### src/rtl/seq_signed_divider.sv
// seq_signed_divider: iterative restoring signed divider, one quotient bit per enabled cycle plus a sign-fixup cycle
// Ports: clk, reset (async active-low), en (clock enable), start/dividend/divisor (request),
//        quotient/remainder (signed results), busy, done (1-cycle pulse), div_by_zero (last op had divisor 0)
module seq_signed_divider #(
    parameter int N = 32
) (
    input  logic         clk,
    input  logic         reset,
    input  logic         en,
    input  logic         start,
    input  logic [N-1:0] dividend,
    input  logic [N-1:0] divisor,
    output logic [N-1:0] quotient,
    output logic [N-1:0] remainder,
    output logic         busy,
    output logic         done,
    output logic         div_by_zero
);
    localparam int CW = $clog2(N + 1);
    typedef enum logic [1:0] {IDLE, CALC, FIX} state_t;
    state_t        state_q, state_d;
    logic [CW-1:0] cnt_q, cnt_d;
    logic [N-1:0]  quo_q, quo_d;
    logic [N-1:0]  rem_q, rem_d;
    logic [N-1:0]  dvs_q, dvs_d;
    logic          neg_quo_q, neg_quo_d;
    logic          neg_rem_q, neg_rem_d;
    logic [N-1:0]  quotient_q, quotient_d;
    logic [N-1:0]  remainder_q, remainder_d;
    logic          busy_q, busy_d;
    logic          done_q, done_d;
    logic          dbz_q, dbz_d;
    logic [N:0]    shifted, trial;
    // The partial remainder always stays below the divisor magnitude (<= 2^(N-1)),
    // so N stored bits suffice; only the shifted trial value needs the extra bit.
    always_comb begin
        shifted     = {rem_q, quo_q[N-1]};
        trial       = shifted - {1'b0, dvs_q};
        state_d     = state_q;
        cnt_d       = cnt_q;
        quo_d       = quo_q;
        rem_d       = rem_q;
        dvs_d       = dvs_q;
        neg_quo_d   = neg_quo_q;
        neg_rem_d   = neg_rem_q;
        quotient_d  = quotient_q;
        remainder_d = remainder_q;
        dbz_d       = dbz_q;
        done_d      = 1'b0;
        if (en) begin
            case (state_q)
                IDLE: begin
                    if (start && divisor == '0) begin
                        quotient_d  = '1;
                        remainder_d = dividend;
                        dbz_d       = 1'b1;
                        done_d      = 1'b1;
                    end else if (start) begin
                        quo_d     = dividend[N-1] ? -dividend : dividend;
                        dvs_d     = divisor[N-1] ? -divisor : divisor;
                        rem_d     = '0;
                        neg_quo_d = dividend[N-1] ^ divisor[N-1];
                        neg_rem_d = dividend[N-1];
                        cnt_d     = '0;
                        state_d   = CALC;
                    end
                end
                CALC: begin
                    rem_d   = trial[N] ? shifted[N-1:0] : trial[N-1:0];
                    quo_d   = {quo_q[N-2:0], ~trial[N]};
                    cnt_d   = cnt_q + 1'b1;
                    state_d = (cnt_q == CW'(N - 1)) ? FIX : CALC;
                end
                FIX: begin
                    quotient_d  = neg_quo_q ? -quo_q : quo_q;
                    remainder_d = neg_rem_q ? -rem_q : rem_q;
                    dbz_d       = 1'b0;
                    done_d      = 1'b1;
                    state_d     = IDLE;
                end
                default: state_d = IDLE;
            endcase
        end
        busy_d = (state_d != IDLE);
    end
    always_ff @(posedge clk or negedge reset) begin
        if (!reset) begin
            state_q     <= IDLE;
            cnt_q       <= '0;
            quo_q       <= '0;
            rem_q       <= '0;
            dvs_q       <= '0;
            neg_quo_q   <= 1'b0;
            neg_rem_q   <= 1'b0;
            quotient_q  <= '0;
            remainder_q <= '0;
            busy_q      <= 1'b0;
            done_q      <= 1'b0;
            dbz_q       <= 1'b0;
        end else begin
            state_q     <= state_d;
            cnt_q       <= cnt_d;
            quo_q       <= quo_d;
            rem_q       <= rem_d;
            dvs_q       <= dvs_d;
            neg_quo_q   <= neg_quo_d;
            neg_rem_q   <= neg_rem_d;
            quotient_q  <= quotient_d;
            remainder_q <= remainder_d;
            busy_q      <= busy_d;
            done_q      <= done_d;
            dbz_q       <= dbz_d;
        end
    end
    assign quotient    = quotient_q;
    assign remainder   = remainder_q;
    assign busy        = busy_q;
    assign done        = done_q;
    assign div_by_zero = dbz_q;
endmodule

### config.mk
export PLATFORM = sky130hd
export DESIGN_NAME = seq_signed_divider
export DESIGN_NICKNAME = d
export VERILOG_FILES = /design/src/rtl/seq_signed_divider.sv
export SDC_FILE = /design/constraint.sdc
export NUM_CORES = 1
export LEC_CHECK = 0
export BUFFER_PORTS_ARGS = -buffer_cell sky130_fd_sc_hd__buf_4
export CORE_ASPECT_RATIO = 1.25
export CORE_MARGIN = 2
export CORE_UTILIZATION = 45
export CTS_CLUSTER_DIAMETER = 100
export DETAILED_ROUTE_END_ITERATION = 8
export PLACE_DENSITY = 0.67
export SYNTH_ARGS = -nofsm -noshare
export SYNTH_HDL_FRONTEND = slang
export SYNTH_SLANG_ARGS = --single-unit
### constraint.sdc
create_clock -name clk -period 3.56 [get_ports clk]
set_input_delay 0 -clock clk [delete_from_list [all_inputs] [get_ports clk]]
set_output_delay 0 -clock clk [all_outputs]
set_load 0.05 [all_outputs]
# Word-level counts from Yosys, hierarchy flattened
# Cells that the tools add are included.
[totals]
register_bits = 173
inputBits = 68
[op_classes]
n_mux = 28
eq_ne = 6
reduce_logical = 9
addsub = 6
n_bitwise = 3
[ops]
columns = ["op", "n"]
rows = [
  ["$mux W32", 11],
  ["$pmux W32 S2", 4],
  ["$neg A32 Y32", 4],
  ["$sub A33 B32 Y33", 1],
  ["$logic_not A32 Y1", 1],
  ["$mux W6", 2],
  ["$pmux W6 S2", 1],
  ["$mux W2", 4],
  ["$reduce_and A4 Y1", 2],
  ["$add A6 B1 Y6 const B", 1],
  ["$eq A6 B5 Y1 const B", 1],
  ["$ne A2 B2 Y1 const B", 3],
  ["$reduce_bool A2 Y1", 3],
  ["$pmux W1 S2", 2],
  ["$pmux W2 S2", 1],
  ["$mux W1", 3],
  ["$reduce_and A3 Y1", 1],
  ["$eq A2 B1 Y1 const B", 1],
  ["$eq A2 B2 Y1 const B", 1],
  ["$logic_not A2 Y1", 1],
  ["$not A1 Y1", 2],
  ["$logic_and A1 B1 Y1", 1],
  ["$xor A1 B1 Y1", 1],
]

# Longest topological paths before layout
# Gate-level depths: netlist (run 1).
[logic_depth]
depth_word = 6
depth_mapped = 13
ltp_nobuf = 12

# Worst setup path after synthesis (run 1)
# Ideal clock, no wire load.
[synth_timing]
kind = "flip-flop to flip-flop"
startpoint = "register rem_q[0]"
endpoint = "register rem_q[25]"
path_slack_ns = 0.066
stages_incl_launch_ff = 14
arrival_ns = 3.359
required_ns = 3.425
path_cell_list = "dfrtp_1 clkbuf_1 inv_1 fa_1 nand2b_1 a21o_1 a21oi_1 o2111ai_1 a2111oi_2 o31ai_1 a311oi_4 buf_4 mux2i_1 o21ai_0"
[synth_between]
elab_chain_cells = 3
[synth_lines]
columns = ["item", "line", "source"]
rows = [
  ["start: declaration", "24", "logic [N-1:0] rem_q, rem_d;"],
  ["start signal: assignment", "104", "rem_q <= rem_d;"],
  ["$sub A33 B32 Y33", "38", "trial = shifted - {1'b0, dvs_q};"],
  ["$mux W32", "69", "rem_d = trial[N] ? shifted[N-1:0] : trial[N-1:0];"],
  ["$pmux W32 S2", "51", "case (state_q)"],
]
# Every way passes these cells.
# A chain may end at the register's enable or synchronous reset.

# Final worst setup path (run 1)
[layout_timing]
startpoint = "register rem_q[14]"
endpoint = "register rem_q[24]"
# Same word-level chain as after synthesis.

==> metrics, run 1 <==
Slew Limit Fails 0; total CTS buffers 17; Seq/Total Area, Yosys 0.384; Initial Utilization 0.458; net count after synthesis 1382; Synth cell types 69; total negative slack 0 ns; critical path required time 3.86 ns; fin crit share 0.960; PortBufs 134; Hold Path Class input pin to flip-flop; Final Util 0.583; Fin. Hold Viols 0; Yosys warnings 0; Seq cells post-synth 173; layout overhead on the synthesized area 27.2%; critical path startpoint category flip-flop; vias in the first global route 10063; VDD IR max 0.390 mV; H-tree depth reported by CTS 4; clock-pin slew on the worst setup and hold paths 0.07 ns; Post-Synthesis Cells 1276; CP cell instances ha_1, a21oi_1, o211a_1, o31ai_1, a41oi_1, a2111oi_4, o2111a_1, a311oi_4, buf_2, buf_4, nand3_1, o311ai_0; 1st-iter DRT viols 681; vias per cell 5.64; CP endpoint rem_q[24]$_DFFE_PN0P_; Setup Viol. Count Final 0; Total Power 11.6 mW; Synth Flop Type dfrtp_1; Top-Level Pins 135; post-route minimum period 3.42 ns; synth top area cells dfrtp_1 (38%), o21ai_0 (6.6%), xor2_1 (6.2%), nand2_1 (5.7%), xnor2_1 (5.4%); die width 146 um; Skew-Pair Late Insertion Delay 0.44 ns; CP Class flip-flop to flip-flop; Die Area 26300 um^2; Worst path max stage delay 0.47 ns; uppermost layer routed met4; Crit path arrival time 3.72 ns; P per Cell Area 811 nW/um^2; most frequent cells in the layout buf_4 (182), dfrtp_1 (173), nand2_1 (169); Max-Cap Viols 0; Slew @ Worst Pin 1.15 ns; Vias 10328; worst setup path startpoint rem_q[14]$_DFFE_PN0P_; reg2reg setup slack 0.14 ns; GP Congestion 0.873; first-pass GRT wire length 50000 um; crit path max-delay cell type dfrtp_1; LEAKAGE 6.35 nW; worst setup slack after layout 0.143 ns; 1st-pass router iterations 5; number of synthesized flops with an enable pin 0; GRT Util Overall 0.229; die height 181 um; Cell Rows 64; # DRC 0; layout cells sized above 1 0.166; ANT cells 0; CTS tree built; Fmax 293 MHz; status completed; Routed Antenna Nets 0; Cell Area, Placed 12800 um^2; DR WL met3 1070 um; RSZ-0062 raised after global routing false; FF-to-FF path depth 12; Total Nets Final 1593; Critical Path Sink Type flip-flop; Async S/R FF share, synth 1.00; Relative slew margins 0.229; area leader, netlist dfrtp_1; largest net degree at the start of global routing 97; most common cell after layout, fill and taps aside buf_4; DR WL/cell 16.5 um; syn_area_per_cell 8.83 um^2; design area 14300 um^2; Syn Std Cell Area 11300 um^2; Final HPWL DP 22100 um; pre-CTS setup slack -0.00691 ns; initial antenna violation count 0; clock root cell clkbuf_16; met1 WL 13500 um; # clock sinks 173; WL met2 15000 um; total gr overflow 0; Worst Skew 0.0116 ns; r2r endpoint rem_q[24]$_DFFE_PN0P_; clock buffer depth 2; crit path max fanout 6; DRT Wirelength 30200 um; Yosys top cell area share 0.384; Core ar. 24600 um^2; worst flop-to-flop path startpoint rem_q[14]$_DFFE_PN0P_
## state kept, by name, summed over array words and instances (netlist names)
signal	count
neg_rem_q	1
state_q	2
neg_quo_q	1
rem_q	32
cnt_q	6
dvs_q	32
busy	1
quo_q	32
remainder	32
quotient	32
done	1
div_by_zero	1
## metal layers
layer,up-vias,global-route usage
li1,5039,-
met1,4981,0.292
met2,262,0.406
met3,46,0.0293
met4,0,0.0690
met5,-,0
## area by class of cell
class | instances | area (um^2)
Clock buffer | 19 | 453
Clock inverter | 13 | 175
Fill cell | 2244 | 10300
Inverter | 55 | 206
Multi-Input combinational cell | 975 | 6500
Sequential cell | 173 | 4330
Tap cell | 330 | 413
Timing Repair Buffer | 265 | 2250
## report_power, final
part	switching, mW	internal [mW]
clock	0.831	1.16
combinational	3.51	2.98
sequential	0.653	2.49
total	4.99	6.63
## cells by family after synthesis
| kind of cell | Yosys count | share of synthesized area |
|---|---|---|
| AO/OA/AOI/OAI | 394 | 0.239 |
| XOR/XNOR | 150 | 0.117 |
| adder cells (fa/ha/maj) | 38 | 0.0429 |
| buffers and inverters | 128 | 0.0435 |
| flip-flops | 173 | 0.384 |
| multiplexers | 15 | 0.0133 |
| AND/OR/NAND/NOR | 378 | 0.161 |
## synth_stat cells (all sizes together) (3+ instances only)
library cell  count
xnor2            70
or4              13
a221o            17
o311ai           20
nor2b            11
o31ai            36
nand3            41
buf               9
xor2             80
a222oi            3
or2               7
o21a              5
dfrtp           173
nor3b             3
inv              54
nand4             5
o211ai            3
nor4              8
a21o             10
nand2b           11
nand2           171
a31oi             3
a21boi            3
nor3             15
a21oi            35
clkbuf           64
and2              4
nand3b            3
mux2i            15
o22a             32
a22oi            29
o21ai           156
a211oi            5
or3              25
ha               37
nor2             52
o41ai            19
and3              5
## metrics by stage
stage	hold slack [ns]	cells
3_5_place_dp	0.164	1713
3_3_place_gp	0.163	1713
2_1_floorplan	-0.296	1276
4_1_cts	0.0732	1820
6_report	0.0952	1830
5_1_grt	0.112	1830
## worst min-delay path by stage
stage,startpoint,to,slack [ns],cells past startpoint
floorplan,reset,busy$_DFF_PN0_,-0.30,0
global placement,reset,quotient[10]$_DFFE_PN0P_,0.16,1
detailed placement,reset,quotient[10]$_DFFE_PN0P_,0.16,1
CTS,start,dvs_q[30]$_DFFE_PN0P_,0.07,3
global route,divisor[31],neg_quo_q$_DFFE_PN0P_,0.11,3
finish,divisor[31],neg_quo_q$_DFFE_PN0P_,0.1,3
## repair_timing
action,4_1_cts,5_1_grt
setup buffers,0,8
gates cloned,0,2
endpoints found under the setup margin,4,33
resized for setup,1,5
pin swaps,0,3
hold buffers,75,0
hold endpoints to repair,190,0
## critical path, delay by kind of cell (launching register included)
family | cells | cell delay [ns]
buffers and inverters | 2 | 0.37
flip-flops | 1 | 0.47
AND/OR/NAND/NOR | 1 | 0.07
adder cells (fa/ha/maj) | 1 | 0.42
AO/OA/AOI/OAI | 8 | 1.94
Note: power is estimated with default switching activity, not from simulation.
==> run 2, diff against run 1 <==
- RECOVER_POWER: not set -> 100
==> run 2 against run 1 <==
Net effect:
- highest routed layer unchanged
- total power down 0.14%
- the flow now finishes with violations (max-capacitance violations, max-slew violations)
- clock power is essentially flat
- critical path type unchanged
- clock skew about the same
==> metrics, run 2 (synthesized netlist as in run 1, its figures left out) <==
status finished with violations (was completed); failing checks max-capacitance violations, max-slew violations; Routed Antenna Nets 0 (unchanged); GRT Util Overall 0.229 (unchanged); most frequent cells in the layout dfrtp_1 (173), nand2_1 (170), o21ai_0 (151) (was buf_4 (182), dfrtp_1 (173), nand2_1 (169)); 1st-iter DRT viols 657 (was 681); clock share of power 0.172 (was 0.171); layout overhead on the synthesized area 24.5% (was 27.2%); critical path startpoint category flip-flop (unchanged); Slew @ Worst Pin 2.40 ns (was 1.15 ns); area of the multi-input gates 6480 um^2 (was 6500 um^2); # DRC 0 (unchanged); Final Util 0.571 (was 0.583); Final HPWL DP 22100 um (unchanged); LEAKAGE 6.06 nW (was 6.35 nW); WHS 0.0809 ns (was 0.0952 ns); crit path max-delay cell type dfrtp_1 (unchanged); total CTS buffers 17 (unchanged); Crit path arrival time 3.73 ns (was 3.72 ns); Critical Path Sink Type flip-flop (unchanged); Slew Limit Fails 97 (was 0); clock-pin slew on the worst setup and hold paths 0.07 ns (about the same); initial antenna violation count 0 (unchanged); NetSw 4.99 mW (about the same); DRT Wirelength 30400 um (was 30200 um); CP cell instances ha_1, a21oi_1, o211a_1, o31ai_1, a41oi_1, a2111oi_4, o2111a_1, a311oi_4, buf_4, clkbuf_16, nand3_1, o311ai_0 (was ha_1, a21oi_1, o211a_1, o31ai_1, a41oi_1, a2111oi_4, o2111a_1, a311oi_4, buf_2, buf_4, nand3_1, o311ai_0); Top-Level Pins 135 (unchanged); Fin. Hold Viols 0 (unchanged); Die Area 26300 um^2 (unchanged); clock root cell clkbuf_16 (unchanged); worst hold path startpoint start (was divisor[31]); Cell Rows 64 (unchanged); Worst path max stage delay 0.47 ns (about the same); GP Congestion 0.873 (unchanged); Fmax 292 MHz (was 293 MHz); ANT cells 0 (unchanged); Initial Utilization 0.458 (unchanged); first-pass GRT wire length 50000 um (unchanged); vias per cell 5.63 (was 5.64); Hold Crit Depth 3 (unchanged); critical path required time 3.87 ns (was 3.86 ns); CTS tree built (unchanged); fin crit share 0.962 (was 0.960); H-tree depth reported by CTS 4 (unchanged); worst flop-to-flop path startpoint rem_q[14]$_DFFE_PN0P_ (unchanged); design area 14000 um^2 (was 14300 um^2); layout cells sized above 1 0.119 (was 0.166); Vias 10295 (was 10328); Sw Share 0.430 (was 0.429); r2r endpoint rem_q[16]$_DFFE_PN0P_ (was rem_q[24]$_DFFE_PN0P_); post-route minimum period 3.43 ns (was 3.42 ns); Skew-Pair Late Insertion Delay 0.44 ns (about the same); CP Class flip-flop to flip-flop (unchanged); crit path max fanout 18 (was 6); # clock sinks 173 (unchanged); clock buffer depth 2 (unchanged); Setup Viol. Count Final 0 (unchanged); DR WL/cell 16.6 um (was 16.5 um); Worst Skew 0.0120 ns (was 0.0116 ns); fillers 2347 (was 2244); reg2reg setup slack 0.13 ns (was 0.14 ns); cell-internal power 6.61 mW (was 6.63 mW); 1st-pass router iterations 5 (unchanged); worst hold endpoint dvs_q[30]$_DFFE_PN0P_ (was neg_quo_q$_DFFE_PN0P_); RSZ-0062 raised after global routing false (unchanged); P per Cell Area 827 nW/um^2 (was 811 nW/um^2); total negative slack 0 ns (unchanged); PortBufs 134 (unchanged); Max-Cap Viols 1 (was 0); die height 181 um (unchanged); FF-to-FF path depth 12 (unchanged); Total Nets Final 1593 (unchanged); vias in the first global route 10063 (unchanged); Gate power share 0.557 (was 0.558); Relative slew margins -0.601 (was 0.229); largest net degree at the start of global routing 97 (unchanged); Core ar. 24600 um^2 (unchanged); register cell area after layout 4330 um^2 (unchanged); die width 146 um (unchanged); Sequential Power Share 0.271 (was 0.270); Cell Area, Placed 12800 um^2 (unchanged); most common cell after layout, fill and taps aside dfrtp_1 (was buf_4); total gr overflow 0 (unchanged); VDD IR max 0.394 mV (was 0.390 mV); Hold Path Class input pin to flip-flop (unchanged)
## run 2: power groups by stage
| stage | Sequential, mW | Clock, mW | Combinational [mW] |
|---|---|---|---|
| global route | 3.23 | 2.10 | 7.17 |
| finish | 3.14 | 2.00 | 6.47 |
| floorplan | 2.98 | 0 | 4.50 |
| global placement | 3.14 | 0 | 5.89 |
| detailed placement | 3.16 | 0 | 5.98 |
| CTS | 3.13 | 2.02 | 6.10 |
## run 2: worst max path at each step
stage,from,end,depth (start not counted)
detailed placement,quo_q[31]$_DFFE_PN0P_,rem_q[25]$_DFFE_PN0P_,14
global route,quo_q[31]$_DFFE_PN0P_,rem_q[24]$_DFFE_PN0P_,15
finish,rem_q[14]$_DFFE_PN0P_,rem_q[16]$_DFFE_PN0P_,12
CTS,quo_q[31]$_DFFE_PN0P_,rem_q[25]$_DFFE_PN0P_,14
floorplan,rem_q[0]$_DFFE_PN0P_,rem_q[25]$_DFFE_PN0P_,13
global placement,quo_q[31]$_DFFE_PN0P_,rem_q[25]$_DFFE_PN0P_,14
## run 2: timing repair
item / 4_1_cts / 5_1_grt
setup endpoints to repair: 4 / 33
buffers inserted: 0 / 8
gates resized for setup: 1 / 5
hold buffers: 75 / 0
hold endpoints to repair: 190 / 0
cloned: 0 / 2
pin swaps: 0 / 3
## run 2: cell type report
class,count,area share
multi-input combinational,975,0.462
sequential,173,0.309
timing repair buffer,265,0.140
clock buffer,19,0.0323
tap,330,0.0294
inverter,55,0.0147
clock inverter,13,0.0125
## run 2: through the flow
stage	power [mW]	instances	setup WS (ns)
finish	11.6	1830	0.135
global route	12.5	1830	0.000116
CTS	11.2	1820	0.0139
detailed placement	9.15	1713	-0.00691
global placement	9.03	1713	0.0916
floorplan	7.48	1276	0.0664
## run 2: routing by layer
| metal | share of wire | up-vias | GRT usage |
|---|---|---|---|
| met5 | 0 | - | 0 |
| met4 | 0.020 | 0 | 0.0690 |
| met3 | 0.032 | 38 | 0.0293 |
| met2 | 0.49 | 241 | 0.406 |
| met1 | 0.45 | 4964 | 0.292 |
| li1 | - | 5052 | - |
## run 2: critical path: cells and delay by family, from the launching register on
kind,cells,cell delay [ns]
compound gates,8,1.95
fa+ha+maj,1,0.42
buf+inv,2,0.36
flops,1,0.47
simple gates,1,0.07
